File: src/rtl/csr_user_unit.sv
// User-level CSR file: U-mode trap CSRs, FP status CSRs and the CYCLE/TIME/INSTRET
// counters, serving CSRRW/CSRRS/CSRRC accesses with a registered one-cycle response.
module csr_user_unit #(
    parameter int DATA_WIDTH    = 32,
    parameter int COUNTER_WIDTH = 64,
    parameter int TIME_DIV      = 1,
    parameter int FP_CSR_EN     = 1
) (
    input  logic                  i_clock,
    input  logic                  i_reset,
    input  logic                  i_req,
    input  logic [11:0]           i_addr,
    input  logic [1:0]            i_op,
    input  logic                  i_we,
    input  logic [DATA_WIDTH-1:0] i_wdata,
    output logic                  o_ack,
    output logic [DATA_WIDTH-1:0] o_rdata,
    output logic                  o_fault,
    input  logic                  i_retire,
    input  logic                  i_fflags_we,
    input  logic [4:0]            i_fflags_set,
    output logic [2:0]            o_frm
);

    // Handshake: i_req is a one-cycle valid with no ready; every request is
    // accepted and answered by exactly one o_ack pulse on the following cycle.

    localparam logic [11:0] A_USTATUS  = 12'h000;
    localparam logic [11:0] A_FFLAGS   = 12'h001;
    localparam logic [11:0] A_FRM      = 12'h002;
    localparam logic [11:0] A_FCSR     = 12'h003;
    localparam logic [11:0] A_UIE      = 12'h004;
    localparam logic [11:0] A_UTVEC    = 12'h005;
    localparam logic [11:0] A_USCRATCH = 12'h040;
    localparam logic [11:0] A_UEPC     = 12'h041;
    localparam logic [11:0] A_UCAUSE   = 12'h042;
    localparam logic [11:0] A_UTVAL    = 12'h043;
    localparam logic [11:0] A_UIP      = 12'h044;
    localparam logic [11:0] A_CYCLE    = 12'hC00;
    localparam logic [11:0] A_TIME     = 12'hC01;
    localparam logic [11:0] A_INSTRET  = 12'hC02;
    localparam logic [11:0] A_CYCLEH   = 12'hC80;
    localparam logic [11:0] A_TIMEH    = 12'hC81;
    localparam logic [11:0] A_INSTRETH = 12'hC82;

    localparam int PS_W = (TIME_DIV > 1) ? $clog2(TIME_DIV) : 1;
    localparam logic [PS_W-1:0]          PS_LAST = PS_W'(TIME_DIV - 1);
    localparam logic [PS_W-1:0]          PS_ONE  = PS_W'(1);
    localparam logic [COUNTER_WIDTH-1:0] CNT_ONE = COUNTER_WIDTH'(1);
    localparam logic                     FP_ON   = (FP_CSR_EN != 0);

    logic [DATA_WIDTH-1:0]    r_uscratch;
    logic [DATA_WIDTH-1:0]    r_uepc;
    logic [DATA_WIDTH-1:0]    r_ucause;
    logic [DATA_WIDTH-1:0]    r_utval;
    logic [DATA_WIDTH-1:0]    r_utvec;
    logic [4:0]               r_fflags;
    logic [2:0]               r_frm;
    logic [COUNTER_WIDTH-1:0] r_cycle;
    logic [COUNTER_WIDTH-1:0] r_time;
    logic [COUNTER_WIDTH-1:0] r_instret;
    logic [PS_W-1:0]          r_prescale;
    logic                     r_ack;
    logic                     r_fault;
    logic [DATA_WIDTH-1:0]    r_rdata;

    logic [63:0]           w_cycle64;
    logic [63:0]           w_time64;
    logic [63:0]           w_instret64;
    logic [DATA_WIDTH-1:0] w_old;
    logic [DATA_WIDTH-1:0] w_new;
    logic [DATA_WIDTH-1:0] w_utvec_new;
    logic                  w_impl;
    logic                  w_fault;
    logic                  w_wr;
    logic                  w_tick;

    assign w_cycle64   = 64'(r_cycle);
    assign w_time64    = 64'(r_time);
    assign w_instret64 = 64'(r_instret);
    assign w_tick      = (r_prescale == PS_LAST);

    always_comb begin
        w_old  = '0;
        w_impl = 1'b0;
        case (i_addr)
            A_USTATUS, A_UIE, A_UIP: w_impl = 1'b1;
            A_UTVEC:    begin w_impl = 1'b1; w_old = r_utvec;    end
            A_USCRATCH: begin w_impl = 1'b1; w_old = r_uscratch; end
            A_UEPC:     begin w_impl = 1'b1; w_old = r_uepc;     end
            A_UCAUSE:   begin w_impl = 1'b1; w_old = r_ucause;   end
            A_UTVAL:    begin w_impl = 1'b1; w_old = r_utval;    end
            A_FFLAGS:   begin w_impl = FP_ON; w_old = DATA_WIDTH'(r_fflags); end
            A_FRM:      begin w_impl = FP_ON; w_old = DATA_WIDTH'(r_frm);    end
            A_FCSR:     begin w_impl = FP_ON; w_old = DATA_WIDTH'({r_frm, r_fflags}); end
            A_CYCLE:    begin w_impl = 1'b1; w_old = w_cycle64[31:0];    end
            A_TIME:     begin w_impl = 1'b1; w_old = w_time64[31:0];     end
            A_INSTRET:  begin w_impl = 1'b1; w_old = w_instret64[31:0];  end
            A_CYCLEH:   begin w_impl = 1'b1; w_old = w_cycle64[63:32];   end
            A_TIMEH:    begin w_impl = 1'b1; w_old = w_time64[63:32];    end
            A_INSTRETH: begin w_impl = 1'b1; w_old = w_instret64[63:32]; end
            default:    ;
        endcase
    end

    always_comb begin
        w_new = w_old;
        case (i_op)
            2'b01:   w_new = i_wdata;
            2'b10:   w_new = w_old | i_wdata;
            2'b11:   w_new = w_old & ~i_wdata;
            default: w_new = w_old;
        endcase
    end

    assign w_fault = !w_impl || (i_we && (i_addr[11:10] == 2'b11));
    assign w_wr    = i_req && !w_fault && i_we && (i_op != 2'b00);
    // Reserved MODE encodings keep the previous MODE; BASE always updates.
    assign w_utvec_new = {w_new[DATA_WIDTH-1:2],
                          (w_new[1:0] >= 2'd2) ? r_utvec[1:0] : w_new[1:0]};

    always_ff @(posedge i_clock) begin
        if (i_reset) begin
            r_ack      <= 1'b0;
            r_fault    <= 1'b0;
            r_rdata    <= '0;
            r_uscratch <= '0;
            r_uepc     <= '0;
            r_ucause   <= '0;
            r_utval    <= '0;
            r_utvec    <= '0;
        end else begin
            r_ack   <= i_req;
            r_fault <= i_req && w_fault;
            if (i_req) begin
                r_rdata <= w_fault ? '0 : w_old;
            end
            if (w_wr) begin
                case (i_addr)
                    A_USCRATCH: r_uscratch <= w_new;
                    A_UEPC:     r_uepc     <= {w_new[DATA_WIDTH-1:2], 2'b00};
                    A_UCAUSE:   r_ucause   <= w_new;
                    A_UTVAL:    r_utval    <= w_new;
                    A_UTVEC:    r_utvec    <= w_utvec_new;
                    default:    ;
                endcase
            end
        end
    end

    // A CSR write to the flags overrides the FPU's accrued-exception update.
    always_ff @(posedge i_clock) begin
        if (i_reset) begin
            r_fflags <= '0;
            r_frm    <= '0;
        end else begin
            if (w_wr && (i_addr == A_FFLAGS)) begin
                r_fflags <= w_new[4:0];
            end else if (w_wr && (i_addr == A_FCSR)) begin
                r_fflags <= w_new[4:0];
            end else if (i_fflags_we && FP_ON) begin
                r_fflags <= r_fflags | i_fflags_set;
            end
            if (w_wr && (i_addr == A_FRM)) begin
                r_frm <= w_new[2:0];
            end else if (w_wr && (i_addr == A_FCSR)) begin
                r_frm <= w_new[7:5];
            end
        end
    end

    always_ff @(posedge i_clock) begin
        if (i_reset) begin
            r_cycle    <= '0;
            r_time     <= '0;
            r_instret  <= '0;
            r_prescale <= '0;
        end else begin
            r_cycle <= r_cycle + CNT_ONE;
            if (i_retire) begin
                r_instret <= r_instret + CNT_ONE;
            end
            if (w_tick) begin
                r_prescale <= '0;
                r_time     <= r_time + CNT_ONE;
            end else begin
                r_prescale <= r_prescale + PS_ONE;
            end
        end
    end

    assign o_ack   = r_ack;
    assign o_rdata = r_rdata;
    assign o_fault = r_fault;
    assign o_frm   = r_frm;

endmodule

File: config.mk
export PLATFORM = sky130hd
export DESIGN_NAME = csr_user_unit
export DESIGN_NICKNAME = d
export VERILOG_FILES = /design/src/rtl/csr_user_unit.sv
export SDC_FILE = /design/constraint.sdc
export NUM_CORES = 1
export LEC_CHECK = 0
export ABC_CLOCK_PERIOD_IN_PS = 3000
export BUFFER_PORTS_ARGS = -buffer_cell sky130_fd_sc_hd__buf_4
export CAP_MARGIN = 20
export CORE_MARGIN = 2
export CORE_UTILIZATION = 62
export DETAILED_ROUTE_END_ITERATION = 7
export PLACE_DENSITY = 0.8
export SLEW_MARGIN = 20
export SYNTH_ARGS = -nofsm -noshare
export SYNTH_HDL_FRONTEND = slang
export SYNTH_SLANG_ARGS = --single-unit
export TNS_END_PERCENT = 50
File: constraint.sdc
create_clock -name i_clock -period 3 [get_ports i_clock]
set_clock_uncertainty 0.1 [all_clocks]
set_input_delay 0 -clock i_clock [delete_from_list [all_inputs] [get_ports i_clock]]
set_output_delay 0 -clock i_clock [all_outputs]
set_load 0.02 [all_outputs]
Word-level counts from Yosys, hierarchy flattened

Index checks and enable logic that the tools add are counted.

Flip-flop bits (word level): 393
ROM bits: 0
Bits in writable memories: 0
Memories kept: 0
Bits in latches: 0
Input port bits: 57

Shift operators: 0
Mux-type cells: 9
Bitwise gates (word level): 6
Equality and inequality tests: 20
$lt $le $gt $ge: 1
Multipliers: 0
Divide/modulo/power cells: 0
$add $sub $neg: 4
Reductions and logical operators: 23

Operators by type and width:

| cell                    | number |
|---|---|
| $pmux W32 S14           | 1 |
| $add A64 B1 Y64 const B | 3 |
| $pmux W32 S3            | 1 |
| $eq A12 B12 Y1 const B  | 6 |
| $eq A12 B7 Y1 const B   | 5 |
| $and A32 B32 Y32        | 1 |
| $mux W32                | 1 |
| $not A32 Y32            | 1 |
| $or A32 B32 Y32         | 1 |
| $eq A12 B2 Y1 const B   | 2 |
| $eq A12 B3 Y1 const B   | 2 |
| $reduce_or A17 Y1       | 1 |
| $mux W5                 | 3 |
| $eq A12 B1 Y1 const B   | 1 |
| $logic_not A12 Y1       | 1 |
| $reduce_and A2 Y1       | 5 |
| $logic_and A1 B1 Y1     | 8 |
| $eq A2 B2 Y1 const B    | 3 |
| $mux W3                 | 2 |
| $or A5 B5 Y5            | 1 |
| $reduce_bool A2 Y1      | 2 |
| $reduce_and A3 Y1       | 1 |
| $reduce_bool A3 Y1      | 1 |
| $eq A2 B1 Y1 const B    | 1 |
| 7 further kinds         | 9 |

Depth between registers and ports, before layout

Word-level depth: 12
Mapped depth: 11
Gate-level depth less buffers: 8

Worst setup path before layout

OpenSTA, ideal clock, no wires.

Path kind: reg-to-reg
Start: register r_time[0]
End: register r_time[38]
Clock period less this slack: 2.473 ns
Setup time: 0.128 ns
Setup slack: 0.527 ns
Data required time: 2.772 ns
Cell stages (with the launch flop): 10
Arrival time: 2.246 ns
Path through: dfxtp_1 > ha_1 > nand4b_1 > or2_2 > nor4_4 > and4_1 > clkbuf_1 > and3_1 > xnor2_1 > nor2_1

Cells in the longest elaborated chain, start to end: 1

Ends and longest elaborated chain:

| item                   | RTL line | text |
|---|---|---|
| start, declared        | 60       | `logic [COUNTER_WIDTH-1:0] r_time;` |
| start signal, assigned | 185      | `r_time <= r_time + CNT_ONE;` |
| $add A64 B1 Y64        | 185      |  |

Every way passes these cells.
A chain may end at the register's enable or synchronous reset.

Final worst setup path

Start: register r_instret[58]
End: register r_utval[26]

Cells in the longest elaborated chain, start to end: 3
Elaborated cells on any way between the ends: 4

Ends and longest elaborated chain:

| item                                                       | RTL line | text |
|---|---|---|
| start, declared                                            | 61       | `logic [COUNTER_WIDTH-1:0] r_instret;` |
| start signal, assigned                                     | 181      | `r_instret <= r_instret + CNT_ONE;` |
| $pmux W32 S14 *                                            | 86       | `case (i_addr)` |
| $and A32 B32 Y32 / $or A32 B32 Y32 (equally long branches) | 111, 110 |  |
| $pmux W32 S3 *                                             | 108      | `case (i_op)` |
| end signal, assigned                                       | 143      | `A_UTVAL: r_utval <= w_new;` |
| end, declared                                              | 55       | `logic [DATA_WIDTH-1:0] r_utval;` |

Every way passes the cells marked *; elsewhere a longest branch is shown, timed or not.

==> flow_summary.toml <==
[detailed_routing]
topRoutingLayerUsed = "met5"
ant_nets = 0
wl_met2_mm = 28.7
drc_errors = 1
drt_iter0_markers = 2639
first_pass_iters = 8
m1WireLength_mm = 26.0
wl_met3_mm = 9.06
wl_mm = 67.9
viasPerCell = 6.71
avgRoutedWirePerCell_um = 24.0
vias = 19000

[placement]
post-place-cells = 2704
io_buffers = 93
place_hpwl_mm = 47.2
gp_congestion = 1.04

[critical_path]
crit_type = "flip-flop to flip-flop"
r2r_slack_ps = 30
worstReg2RegEnd = "r_utval[26]"
worstPathRequired_ps = 3270
crit_slowest_cell = "a2111oi_0"
worstRegToRegCells = 9
critical_path_arrival_ps = 3240
cp.depth = 9
path_common_cell = "buf_4"
worstPathMaxFanout = 5
startpoint = "r_instret[58]"
crit_family = "compound AO/OA/AOI/OAI gates"
r2r-start = "r_instret[58]"
crit_chain = "mux2i_1 -> o2bb2ai_1 -> a32o_1 -> a2111oi_0 -> buf_4 -> a21oi_1 -> a211oi_2 -> buf_4 -> a211oi_1"
cp.buffers_inverters = 2
slowest_delay_ps = 780
cp-start-kind = "flip-flop"
endpoint_kind = "flip-flop"
crit_path_end = "r_utval[26]"

[clock_network]
cts-root-buf = "clkbuf_16"
cts_htree_levels = 2
cts.sinks = 393
clk_pin_slew_ps = 60
cts_tree = "built"
clock_latency_ps = 540
numCtsBuffers = 42
cts_buffer_depth = 3

[status]
outcome = "complete, but fails checks"
violations = "DRC"

[sta]
setup_viol = 0
post-route-period-util_pct = 98.9
setup_tns_ps = 0
grt_setup_unrepaired = "no"
tightest_slew_ps = 1190
slew_viol_final = 0
hold_violations = 0
fmax_ghz = 0.337
slew_headroom_pct = 18.4
whs_ps = 56.2
finalCriticalPeriod_ps = 2970

[floorplanning]
core_um2 = 30300
start_util_pct = 62.5
fp.dieW_um = 179
rows = 64
ios = 94
dieArea_um2 = 32000
fp.dieH_um = 179

[grt]
grt_use_total_pct = 42.2
grt_max_degree = 142
grt_pass1_vias = 17600
gr-total-overflow = 0
grt_pass1_wl_mm = 104
antenna_found_initial = 1

[synth]
yosys_warnings = 0
ys_seq_area_share_pct = 41.5
netlist_area_um2 = 19000
ys_ff_latch = 393
syn_inst = 2249
synth_flop_cell = "dfxtp_1"
syn_avg_cell_area_um2 = 8.44
syn-num-nets = 2309
synth-edff-count = 0
async_flop_share_pct = 0
synth_cell_type_count = 90

[worst_hold_path]
hold_class = "input pin to flip-flop"
min_delay_path_depth = 5

[layout]
diodes = 0
final_common_cell = "dfxtp_1"
nets = 2462
area_delta_synth_final_pct = 18.4
final_cells = 2830
drive_above_1_share_pct = 13.8
final_cell_mix = "dfxtp_1, nor2_1, nand2_1"
n_fill_cell = 2220

[power]
p_leak_nw = 7.77
p_per_area_nw_per_um2 = 503
vdd_ir_drop_max_uv = 520

[flow_run]
cap_violations = 0
power by group:
group | internal (mW) | switching, mW
Combinational | 0.250 | 0.413
Sequential | 5.23 | 0.0186
Clock | 3.20 | 2.19
Total | 8.68 | 2.62
timing repair:
item,CTS,global route
hold endpoints to repair,266,0
hold buffers,48,0
endpoints found under the setup margin,0,16
gates resized for setup,0,7
buffers inserted,0,2
flip-flops by register name, indices dropped and copies added, names as in the netlist:
name and count:
r_time 64, r_prescale 1, o_fault 1, r_ucause 32, r_fflags 5, r_cycle 64
r_utval 32, r_instret 64, r_uscratch 32, r_utvec 32, r_uepc 30, o_frm 3
o_rdata 32, o_ack 1
per-layer routing:
layer | vias to the layer above | GRT usage [%]
li1 | 8406 | -
met5 | - | 0.321
met1 | 8989 | 56.4
met2 | 1331 | 62.2
met4 | 2 | 22.2
met3 | 275 | 11.3
cells in the mapped netlist, types with 5 or more instances:
cell type	instances	area share, %
nand2b_1	5	0.16
buf_1	7	0.14
nor2b_1	12	0.40
a21oi_1	73	1.9
dfxtp_1	393	41
o21ai_1	9	0.24
a22oi_1	48	1.9
o21ai_0	113	3.0
nor2_1	323	6.4
a32oi_1	8	0.37
and4_1	26	1.2
buf_2	38	1.0
and3_1	29	0.96
a32o_1	9	0.47
a22o_1	25	1.2
xnor2_1	86	4.0
o31ai_1	8	0.32
a211oi_2	5	0.33
nor3b_1	11	0.44
a2bb2oi_1	7	0.32
nand4_1	55	1.8
a211oi_1	104	4.1
mux2i_1	54	2.8
inv_1	25	0.49
o2bb2ai_1	21	0.97
a2111oi_0	10	0.46
a221oi_1	5	0.23
or4_1	5	0.20
a221o_1	5	0.26
o22ai_1	10	0.33
or3_1	32	1.1
or2_2	6	0.20
nand2_1	223	4.4
mux2_2	6	0.36
nand3b_1	8	0.32
nor4_1	20	0.66
and2_1	14	0.46
nor3_1	43	1.1
clkbuf_1	91	1.8
xor2_1	91	4.2
buf_4	8	0.32
a2111o_1	5	0.30
nand3_1	87	2.3
cells by family (layout without fill, tap and decap cells):
group | count (synthesis) | in the layout | synth area share (%)
compound gates | 505 | 505 | 18.6
xor+xnor | 177 | 177 | 8.17
fa+ha+maj | 3 | 3 | 0.198
buf+inv | 173 | 358 | 3.96
flops | 393 | 393 | 41.5
mux | 63 | 63 | 3.56
other cells | 1 | 1 | 0.0198
simple gates | 934 | 934 | 24.1
final cells by class:
cell class / count / area, um^2 / share of cell area (%)
sequential: 393 / 7870 / 35.0
multi-input combinational: 1683 / 10400 / 46.5
tap: 396 / 495 / 2.21
clock buffer: 58 / 1180 / 5.26
inverter: 25 / 93.8 / 0.418
timing repair buffer: 257 / 2140 / 9.55
clock inverter: 18 / 231 / 1.03
tightest hold or removal path: stages:
cell and delay (ps):
buf_4 90, xnor2_1 100, nand2_1 50, o21ai_0 280, a211oi_1 120
worst min path at each step:
stage / slack [ps] / startpoint / endpoint
after floorplan: 50 / i_retire / r_instret[0]
after global placement: 180 / i_retire / r_instret[0]
after detailed placement: 220 / i_retire / r_instret[1]
after CTS: 30 / i_wdata[6] / r_ucause[6]
after global routing: 80 / i_wdata[6] / r_utval[6]
final: 60 / i_wdata[15] / r_utval[15]
per-stage QoR:
step,area (um^2),utilization [%],power [mW],setup slack (ps)
final,22500,74.0,11.3,32.0
after global routing,22500,74.0,11.6,11.3
after CTS,22400,73.9,11.3,55.0
after detailed placement,20500,67.6,5.94,152
after global placement,20500,67.6,5.93,190
after floorplan,19000,-,5.70,527
Note: power is estimated with default switching activity, not from simulation.
